--- src/rtl/tx_fifo_pkg.sv ---
// rtl/tx_fifo_pkg.sv - default constants and word_count width helper for the wide-in/word-out TX FIFO
package tx_fifo_pkg;

  localparam int TX_WORD_W = 32;
  localparam int TX_LANES  = 4;
  localparam int TX_DEPTH  = 6;

  function automatic int wc_width(input int depth, input int lanes);
    return $clog2(depth * lanes + 1);
  endfunction

endpackage

--- src/rtl/tx_fifo_ptr.sv ---
// rtl/tx_fifo_ptr.sv - wrapping counter 0..MAX-1 used for the FIFO pointers and lane index
module tx_fifo_ptr #(
  parameter int MAX = 4,
  parameter int W   = (MAX > 1) ? $clog2(MAX) : 1
) (
  input  logic         clk,
  input  logic         rst,
  input  logic         clr,
  input  logic         inc,
  output logic [W-1:0] count
);

  always_ff @(posedge clk) begin
    if (rst || clr) begin
      count <= '0;
    end else if (inc) begin
      count <= (count == W'(MAX - 1)) ? '0 : count + W'(1);
    end
  end

endmodule

--- src/rtl/tx_fifo_wc.sv ---
// rtl/tx_fifo_wc.sv - wide-entry write, single-word first-word-fall-through read FIFO
// Optional synchronous flush port enabled by defining TX_FIFO_FLUSH_EN.
module tx_fifo_wc
  import tx_fifo_pkg::*;
#(
  parameter int DEPTH  = TX_DEPTH,
  parameter int LANES  = TX_LANES,
  parameter int WORD_W = TX_WORD_W
) (
  input  logic                               clk,
  input  logic                               rst,
`ifdef TX_FIFO_FLUSH_EN
  input  logic                               flush,
`endif
  input  logic                               wr_en,
  input  logic [LANES*WORD_W-1:0]            wr_data,
  input  logic                               rd_en,
  output logic [WORD_W-1:0]                  rd_data,
  output logic                               full,
  output logic                               empty,
  output logic [wc_width(DEPTH, LANES)-1:0]  word_count
);

  localparam int PW  = (DEPTH > 1) ? $clog2(DEPTH) : 1;
  localparam int LW  = (LANES > 1) ? $clog2(LANES) : 1;
  localparam int CW  = $clog2(DEPTH + 1);
  localparam int WCW = wc_width(DEPTH, LANES);

  logic                    clr;
  logic                    wr_ok;
  logic                    rd_ok;
  logic                    entry_free;
  logic [PW-1:0]           tail_ptr;
  logic [PW-1:0]           head_ptr;
  logic [LW-1:0]           head_lane;
  logic [CW-1:0]           entry_count;
  logic [LANES*WORD_W-1:0] mem [DEPTH];
  logic [LANES*WORD_W-1:0] head_entry;
  logic [WORD_W-1:0]       lane_words [LANES];

`ifdef TX_FIFO_FLUSH_EN
  assign clr = flush;
`else
  assign clr = 1'b0;
`endif

  // A clearing cycle drops any concurrent push or pop.
  assign wr_ok      = wr_en && !full && !clr;
  assign rd_ok      = rd_en && !empty && !clr;
  assign entry_free = rd_ok && (head_lane == LW'(LANES - 1));

  tx_fifo_ptr #(.MAX(DEPTH), .W(PW)) u_tail (
    .clk(clk), .rst(rst), .clr(clr), .inc(wr_ok), .count(tail_ptr)
  );

  tx_fifo_ptr #(.MAX(DEPTH), .W(PW)) u_head (
    .clk(clk), .rst(rst), .clr(clr), .inc(entry_free), .count(head_ptr)
  );

  tx_fifo_ptr #(.MAX(LANES), .W(LW)) u_lane (
    .clk(clk), .rst(rst), .clr(clr), .inc(rd_ok), .count(head_lane)
  );

  always_ff @(posedge clk) begin
    if (!rst && wr_ok) begin
      mem[tail_ptr] <= wr_data;
    end
  end

  always_ff @(posedge clk) begin
    if (rst || clr) begin
      entry_count <= '0;
    end else begin
      case ({wr_ok, entry_free})
        2'b10:   entry_count <= entry_count + CW'(1);
        2'b01:   entry_count <= entry_count - CW'(1);
        default: entry_count <= entry_count;
      endcase
    end
  end

  assign full       = (entry_count == CW'(DEPTH));
  assign empty      = (entry_count == '0);
  assign word_count = WCW'(entry_count) * WCW'(LANES) - WCW'(head_lane);

  // Lane 0 occupies the most-significant word of an entry.
  assign head_entry = mem[head_ptr];
  for (genvar i = 0; i < LANES; i++) begin : g_lane
    assign lane_words[i] = head_entry[(LANES-1-i)*WORD_W +: WORD_W];
  end
  assign rd_data = lane_words[head_lane];

endmodule

--- config.mk ---
export PLATFORM = sky130hd
export DESIGN_NAME = tx_fifo_wc
export DESIGN_NICKNAME = d
export VERILOG_FILES = /design/src/rtl/tx_fifo_pkg.sv /design/src/rtl/tx_fifo_ptr.sv /design/src/rtl/tx_fifo_wc.sv
export SDC_FILE = /design/constraint.sdc
export NUM_CORES = 1
export LEC_CHECK = 0
export ABC_AREA = 1
export CAP_MARGIN = 0
export CELL_PAD_IN_SITES_DETAIL_PLACEMENT = 0
export CELL_PAD_IN_SITES_GLOBAL_PLACEMENT = 1
export CORE_MARGIN = 2
export CORE_UTILIZATION = 54
export CTS_BUF_LIST = sky130_fd_sc_hd__clkbuf_4
export DETAILED_ROUTE_END_ITERATION = 12
export PLACE_DENSITY = 0.94
export SYNTH_ARGS = -nofsm -noshare
export SYNTH_HDL_FRONTEND = slang
export SYNTH_HIERARCHICAL = 1
export SYNTH_SLANG_ARGS = --single-unit
--- constraint.sdc ---
create_clock -name clk -period 14.1 [get_ports clk]
set_clock_uncertainty 0.15 [all_clocks]
set_input_delay 2.115 -clock clk [delete_from_list [all_inputs] [get_ports clk]]
set_output_delay 2.115 -clock clk [all_outputs]
set_load 0.01 [all_outputs]
==> metrics.md, run 1 <==
| Metric | Value |
|---|---|
| Port Buffers | `170` |
| Ports | `171` |
| CTS Sinks | `a little under 800` |
| Pin count of the biggest net entering global routing | `around 220` |
| HPWL Detailed | `between 40000 and 50000 um` |
| Max Freq | `0.132 GHz` |
| Count of state elements after synthesis | `779` |
| Fin crit period | `7.56 ns` |
| Die H | `roughly 250 um` |
| Placed cell area | `34800 sq um` |
| RSZ-0062 raised after global routing | `no` |
| Setup Buffers After CTS | `0` |
| CTS tree | `built` |
| Crit. End Element | `primary output` |
| PD cells | `125 nW/um^2` |
| Worst EP arrival | `5.30 ns` |
| Total die area | `approximately 62000 sq um` |
| Cell chosen for the clock root | `clkbuf_4` |
| Post-Synth XOR/XNOR Area | `0.000805` |
| Final Cell Area | `about 37000 sq um` |
| Vias | `between 20000 and 25000` |
| Nets@finish | `around 3300` |
| Worst skew pair latency | `1.01 ns` |
| CP Class | `flip-flop to primary output` |
| Syn Inst Count | `2981` |
| Layout cells sized above 1 | `0.106` |
| Filler instances | `4614` |
| Routed wire length | `81300 um` |
| Status | `finished, final reports clean` |
| WHS Path Cells | `2` |
| Vias in the first global route | `22200` |
| Seq/Total Area, Yosys | `0.714` |
| R2R depth | `7` |
| Gr ovfl total | `0` |
| Crit path max fanout | `179` |
| CP startpoint kind | `flip-flop` |
| Drt drc | `0` |
| Row Count | `90` |
| TritonCTS Buffers | `194` |
| Pleak | `0.0144 uW` |
| CTS Buffer Depth | `3` |
| Synth cell types | `28` |
| Simple-gate portion of the synthesized area | `0.225` |
| Rel. slew slack | `0.227` |
| Total track usage | `0.263` |
| Final antenna-violating net count | `0` |
| Post-CTS sizing | `0` |
| Synthesized cell area | `32600 sq um` |
| # setup viols final | `0` |
| Compound-cell area share of the yosys netlist | `0.0160` |
| Power Total | `4660 uW` |
| HP Class | `flip-flop to flip-flop` |
| Largest family of logic cells by synthesized area | `simple AND/OR/NAND/NOR gates` |
| GPL Wtd Cong | `0.787` |
| Core area | `60000 sq um` |
| Worst Path Required | `11.84 ns` |
| Multiplexer share of the synthesized area | `0` |
| # hold bufs at CTS | `0` |
| First-pass GRT wire length | `124000 um` |
| Setup tns final | `0 ns` |
| Post-synthesis adder-cell area fraction | `0.00215` |
| Pre-Repair DR Iteration Count | `5` |
| Reg clk slew, reported paths | `0.06 ns` |
| Max Cap Viol | `0` |
| Synth Warn # | `6` |
| Initial antenna violation count | `16` |
| Peak VDD IR | `0.0934 mV` |
| Starting Density | `0.544` |
| Routed length per instance | `just under 20 um` |
| Syn avg cell area | `10.9 sq um` |
| Worst Tran Pin Value | `1.16 ns` |
| Final Max Slew Viols | `0` |
| H-tree levels | `4` |
| DRT iter0 DRCs | `2073` |
| Via/cell ratio | `5.38` |
| Final-report hold violation count | `0` |
| Tcrit/Tclk final | `0.536` |
| Die span in x | `250 um` |
| Syn-to-layout area delta | `14.5%` |
[final cells by class]
class	count	area, sq um	share of cell area
timing repair buffer	191	1920	0.0514
tap	782	978	0.0262
sequential	779	23300	0.623
antenna	19	47.5	0.00127
clock inverter	57	384	0.0103
multi-input combinational	1894	8030	0.215
clock buffer	282	2120	0.0567
inverter	152	588	0.0157
[state kept, by name, summed over array words and instances (netlist names)]
name          flops
u_tail/count      3
u_lane/count      2
entry_count       3
mem             768
u_head/count      3
[worst max-delay path, stage by stage (launching register included)]
cell             delay, ns
dfxtp_4               0.46
inv_8                 0.75
buf_4                 0.90
buf_4                 0.60
nand2_1               0.13
nand3_1               0.12
nand2_1               0.07
nand2_1               0.06
nand2_1               0.07
nand2_1               0.06
nand2_1               0.10
nand3_1               0.16
clkdlybuf4s50_1       0.58
[power by group]
group / internal, uW / total, uW / switching (uW) / leakage, uW
combinational: 80.1 / 197 / 117 / 0.00588
clock: 1010 / 1880 / 877 / 0.00147
sequential: 2570 / 2580 / 7.22 / 0.00704
[cells in the mapped netlist]
cell type,instances,share of area
nor2_2,1,0.00019
o21a_1,1,0.00023
a21oi_1,36,0.0055
fa_1,1,0.00061
inv_1,149,0.017
inv_2,2,0.00023
nor2_1,410,0.047
conb_1,1,0.00011
xnor2_1,1,0.00027
or2_1,102,0.020
or2_0,12,0.0023
buf_1,23,0.0026
or2_2,14,0.0027
nand3_1,266,0.041
nor3_1,3,0.00046
edfxtp_1,768,0.71
a211oi_1,1,0.00023
buf_2,62,0.0095
nand2_1,971,0.11
dfxtp_1,11,0.0067
buf_4,11,0.0025
inv_4,1,0.00019
o21ai_0,65,0.010
clkbuf_1,49,0.0056
xor2_1,2,0.00054
buf_6,13,0.0045
ha_1,4,0.0015
nor3b_1,1,0.00023
[logic make-up after synthesis]
kind of cell	Yosys count
xor+xnor	3
flops	779
simple gates	1780
other cells	1
compound gates	103
fa+ha+maj	5
buf+inv	310
[per-stage QoR]
| stage | instances | setup slack, ns | util | hold slack, ns |
|---|---|---|---|---|
| after floorplan | 2983 | 5.38 | - | 0.338 |
| final | 4156 | 6.54 | 0.622 | 0.419 |
| after global placement | 3798 | 7.82 | 0.580 | 0.370 |
| after detailed placement | 3798 | 7.71 | 0.580 | 0.404 |
| after global routing | 4148 | 6.27 | 0.622 | 0.445 |
| after CTS | 4137 | 6.52 | 0.622 | 0.417 |
[per-layer routing]
layer / global-route usage / up-vias / share of wire
met3: 0.0684 / 138 / 0.083
met2: 0.441 / 888 / 0.50
met1: 0.324 / 10800 / 0.39
met5: 0 / - / 0.00079
li1: - / 10500 / -
met4: 0.117 / 8 / 0.028
[worst paths after layout]
path | from | end | slack [ns]
worst max-delay path | u_head/count[0] | rd_data[11] | 6.54
worst min-delay path | entry_count[0] | entry_count[0] | 0.42
worst max register to register | entry_count[0] | mem[5][112] | 10.55
worst min register to register | entry_count[0] | entry_count[0] | 0.42
[cell usage in the layout, fill, tap and decap left out, types with 3 or more instances in the layout]
| cell | netlist | layout |
|---|---|---|
| dfxtp_1 | 11 | 7 |
| clkinv_1 | 0 | 35 |
| a21oi_1 | 36 | 36 |
| conb_1 | 1 | 3 |
| nand3_1 | 266 | 266 |
| nor3_1 | 3 | 3 |
| clkbuf_4 | 0 | 282 |
| or2_0 | 12 | 12 |
| clkdlybuf4s50_1 | 0 | 170 |
| nor2_1 | 410 | 402 |
| buf_12 | 0 | 5 |
| clkinv_2 | 0 | 9 |
| nand2_1 | 971 | 971 |
| nor2_4 | 0 | 8 |
| inv_6 | 0 | 3 |
| bufinv_16 | 0 | 5 |
| o21ai_0 | 65 | 65 |
| or2_1 | 102 | 102 |
| edfxtp_1 | 768 | 768 |
| or2_2 | 14 | 14 |
| buf_4 | 11 | 16 |
| inv_1 | 149 | 148 |
| diode_2 | 0 | 19 |
| clkinvlp_4 | 0 | 6 |
| ha_1 | 4 | 4 |
No activity file was read; power rests on OpenSTA's default activity.
==> inputs of run 2 (changes only) <==
- CORE_UTILIZATION: 54 -> 50
- PLACE_DENSITY: 0.94 -> 0.88
- clock period: 14.1 -> 7.4 ns (I/O delays scaled with it)
==> metrics.md, run 2 (synthesized netlist as in run 1, its figures left out) <==
| Metric | Value |
|---|---|
| Final-report hold violation count | `0 (unchanged)` |
| Power Total | `8800 uW (was 4660 uW)` |
| HP Class | `flip-flop to flip-flop (unchanged)` |
| Setup Buffers After CTS | `0 (unchanged)` |
| Row Count | `93 (was 90)` |
| CP Class | `flip-flop to primary output (unchanged)` |
| Crit. End Element | `primary output (unchanged)` |
| CTS tree | `built (unchanged)` |
| Pre-Repair DR Iteration Count | `5 (unchanged)` |
| CTS Sinks | `779 (unchanged)` |
| Most frequent cells in the layout | `971 x nand2_1, 768 x edfxtp_1, 402 x nor2_1 (unchanged)` |
| Status | `finished, final reports clean (unchanged)` |
| Routed wire length | `82100 um (was 81300 um)` |
| Internal reg-to-reg setup slack | `3.87 ns (was 10.55 ns)` |
| Total track usage | `0.247 (was 0.263)` |
| Worst Tran Pin Value | `1.26 ns (was 1.16 ns)` |
| Commonest non-fill, non-tap cell in the layout | `nand2_1 (unchanged)` |
| Sw Share | `0.212 (was 0.215)` |
| Filler instances | `5346 (was 4614)` |
| PD cells | `236 nW/um^2 (was 125 nW/um^2)` |
| Max Cap Viol | `0 (unchanged)` |
| Seq pwr share | `0.558 (was 0.553)` |
| Finished Layout Cells | `4198 (was 4156)` |
| Internal power | `6930 uW (was 3660 uW)` |
| Cell chosen for the clock root | `clkbuf_4 (unchanged)` |
| Final Core Density | `0.579 (was 0.622)` |
| Placed insts | `3877 (was 3798)` |
| # setup viols final | `0 (unchanged)` |
| Pleak | `0.0144 uW (about the same)` |
| Gr ovfl total | `0 (unchanged)` |
| Clock power frac | `0.399 (was 0.404)` |
| Nets@finish | `3354 (was 3349)` |
| Total die area | `67300 sq um (was 62400 sq um)` |
| Post-CTS sizing | `0 (unchanged)` |
| Vias | `22000 (was 22300)` |
| Routed length per instance | `19.5 um (was 19.6 um)` |
| Switch Pwr | `1870 uW (was 1000 uW)` |
| # hold bufs at CTS | `0 (unchanged)` |
| TritonCTS Buffers | `193 (was 194)` |
| Drt drc | `0 (unchanged)` |
| Starting Density | `0.506 (was 0.544)` |
| Peak VDD IR | `0.144 mV (was 0.0934 mV)` |
| Rel. slew slack | `0.159 (was 0.227)` |
| Port Buffers | `170 (unchanged)` |
| Placed cell area | `34900 sq um (was 34800 sq um)` |
| Register bank with the most flops | `mem (unchanged)` |
| Worst Path Required | `6.14 ns (was 11.84 ns)` |
| Syn-to-layout area delta | `14.4% (was 14.5%)` |
| Final Max Slew Viols | `0 (unchanged)` |
| Max reg flops | `768 (unchanged)` |
| H-tree levels | `4 (unchanged)` |
| CP startpoint kind | `flip-flop (unchanged)` |
| Initial antenna violation count | `16 (unchanged)` |
| RSZ-0062 raised after global routing | `no (unchanged)` |
| Core area | `64500 sq um (was 60000 sq um)` |
| Via/cell ratio | `5.24 (was 5.38)` |
| Fin crit period | `5.78 ns` |
| Setup tns final | `0 ns (unchanged)` |
| First-pass GRT wire length | `124000 um (about the same)` |
| Logic pwr share | `0.043 (was 0.042)` |
| Layout cells sized above 1 | `0.105 (was 0.106)` |
| Worst EP arrival | `4.52 ns (was 5.30 ns)` |
| Ports | `171 (unchanged)` |
| HPWL Detailed | `44100 um (was 42900 um)` |
| Max Freq | `between 0.15 and 0.2 GHz` |
| Pin count of the biggest net entering global routing | `186 (was 216)` |
| Worst skew pair latency | `1.01 ns (about the same)` |
| Final antenna-violating net count | `0 (unchanged)` |
| Vias in the first global route | `21600 (was 22200)` |
| GPL Wtd Cong | `0.782 (was 0.787)` |
| Tcrit/Tclk final | `0.782` |
| CTS Buffer Depth | `3 (unchanged)` |
| DRT iter0 DRCs | `1748 (was 2073)` |
| Die H | `259 um (was 250 um)` |
| Die span in x | `259 um (was 250 um)` |
| Crit path max fanout | `185 (was 179)` |
| Reg clk slew, reported paths | `0.07 ns (was 0.06 ns)` |
| Final Cell Area | `37300 sq um (was 37400 sq um)` |
==> run 2: cell count changes in the layout (fill, tap and decap cells not counted), sizes merged <==
cell	previous run	this run
diode	19	2
clkinv	44	31
buf	21	27
clkinvlp	6	0
clkbuf	282	279
inv	154	156
==> run 2: per-layer routing <==
metal  global-route usage  part of all wire
met1                0.311              0.40
met2                0.403              0.49
met3               0.0694             0.080
met4                0.106             0.027
met5                    0            0.0023
==> run 2: critical path: stages, from the launching register on <==
cell	delay (ns)
dfxtp_4	0.60
inv_8	0.90
buf_12	0.50
nand2_1	0.10
nand3_1	0.10
nand2_1	0.07
nand2_1	0.06
nand2_1	0.06
nand2_1	0.06
nand2_1	0.17
nand3_1	0.17
clkdlybuf4s50_1	0.56
==> run 2: path summary, 6_finish.rpt <==
check / cells after the start / end / start
setup / recovery: 11 / rd_data[11] / u_head/count[0]
hold / removal: 2 / u_tail/count[0] / u_tail/count[0]
setup reg to reg: 10 / entry_count[2] / u_lane/count[0]
hold reg to reg: 2 / u_tail/count[0] / u_tail/count[0]
==> run 2: cell type report <==
| class | instances | area [sq um] | area share |
|---|---|---|---|
| diodes | 2 | 5.00 | 0.000134 |
| clock buffers | 279 | 2090 | 0.0561 |
| clock inverters | 40 | 290 | 0.00777 |
| inverters | 152 | 588 | 0.0157 |
| multi-input cells | 1894 | 8030 | 0.215 |
| flip-flops and latches | 779 | 23300 | 0.624 |
| well taps | 855 | 1070 | 0.0287 |
| repair buffers | 197 | 1970 | 0.0527 |
==> run 2: through the flow <==
stage / hold WS, ns / worst slack, ns
floorplan: 0.338 / -0.319
global placement: 0.368 / 2.66
detailed placement: 0.382 / 2.66
CTS: 0.391 / 1.48
global route: 0.442 / 1.26
finish: 0.391 / 1.62
==> run 2: power by group through the flow <==
| stage | logic, uW | clock network, uW | registers [uW] |
|---|---|---|---|
| after global routing | 414 | 3810 | 4910 |
| after floorplan | 149 | 0 | 5010 |
| after CTS | 378 | 3590 | 4910 |
| final | 376 | 3510 | 4910 |
| after global placement | 366 | 0 | 5000 |
| after detailed placement | 376 | 0 | 5010 |
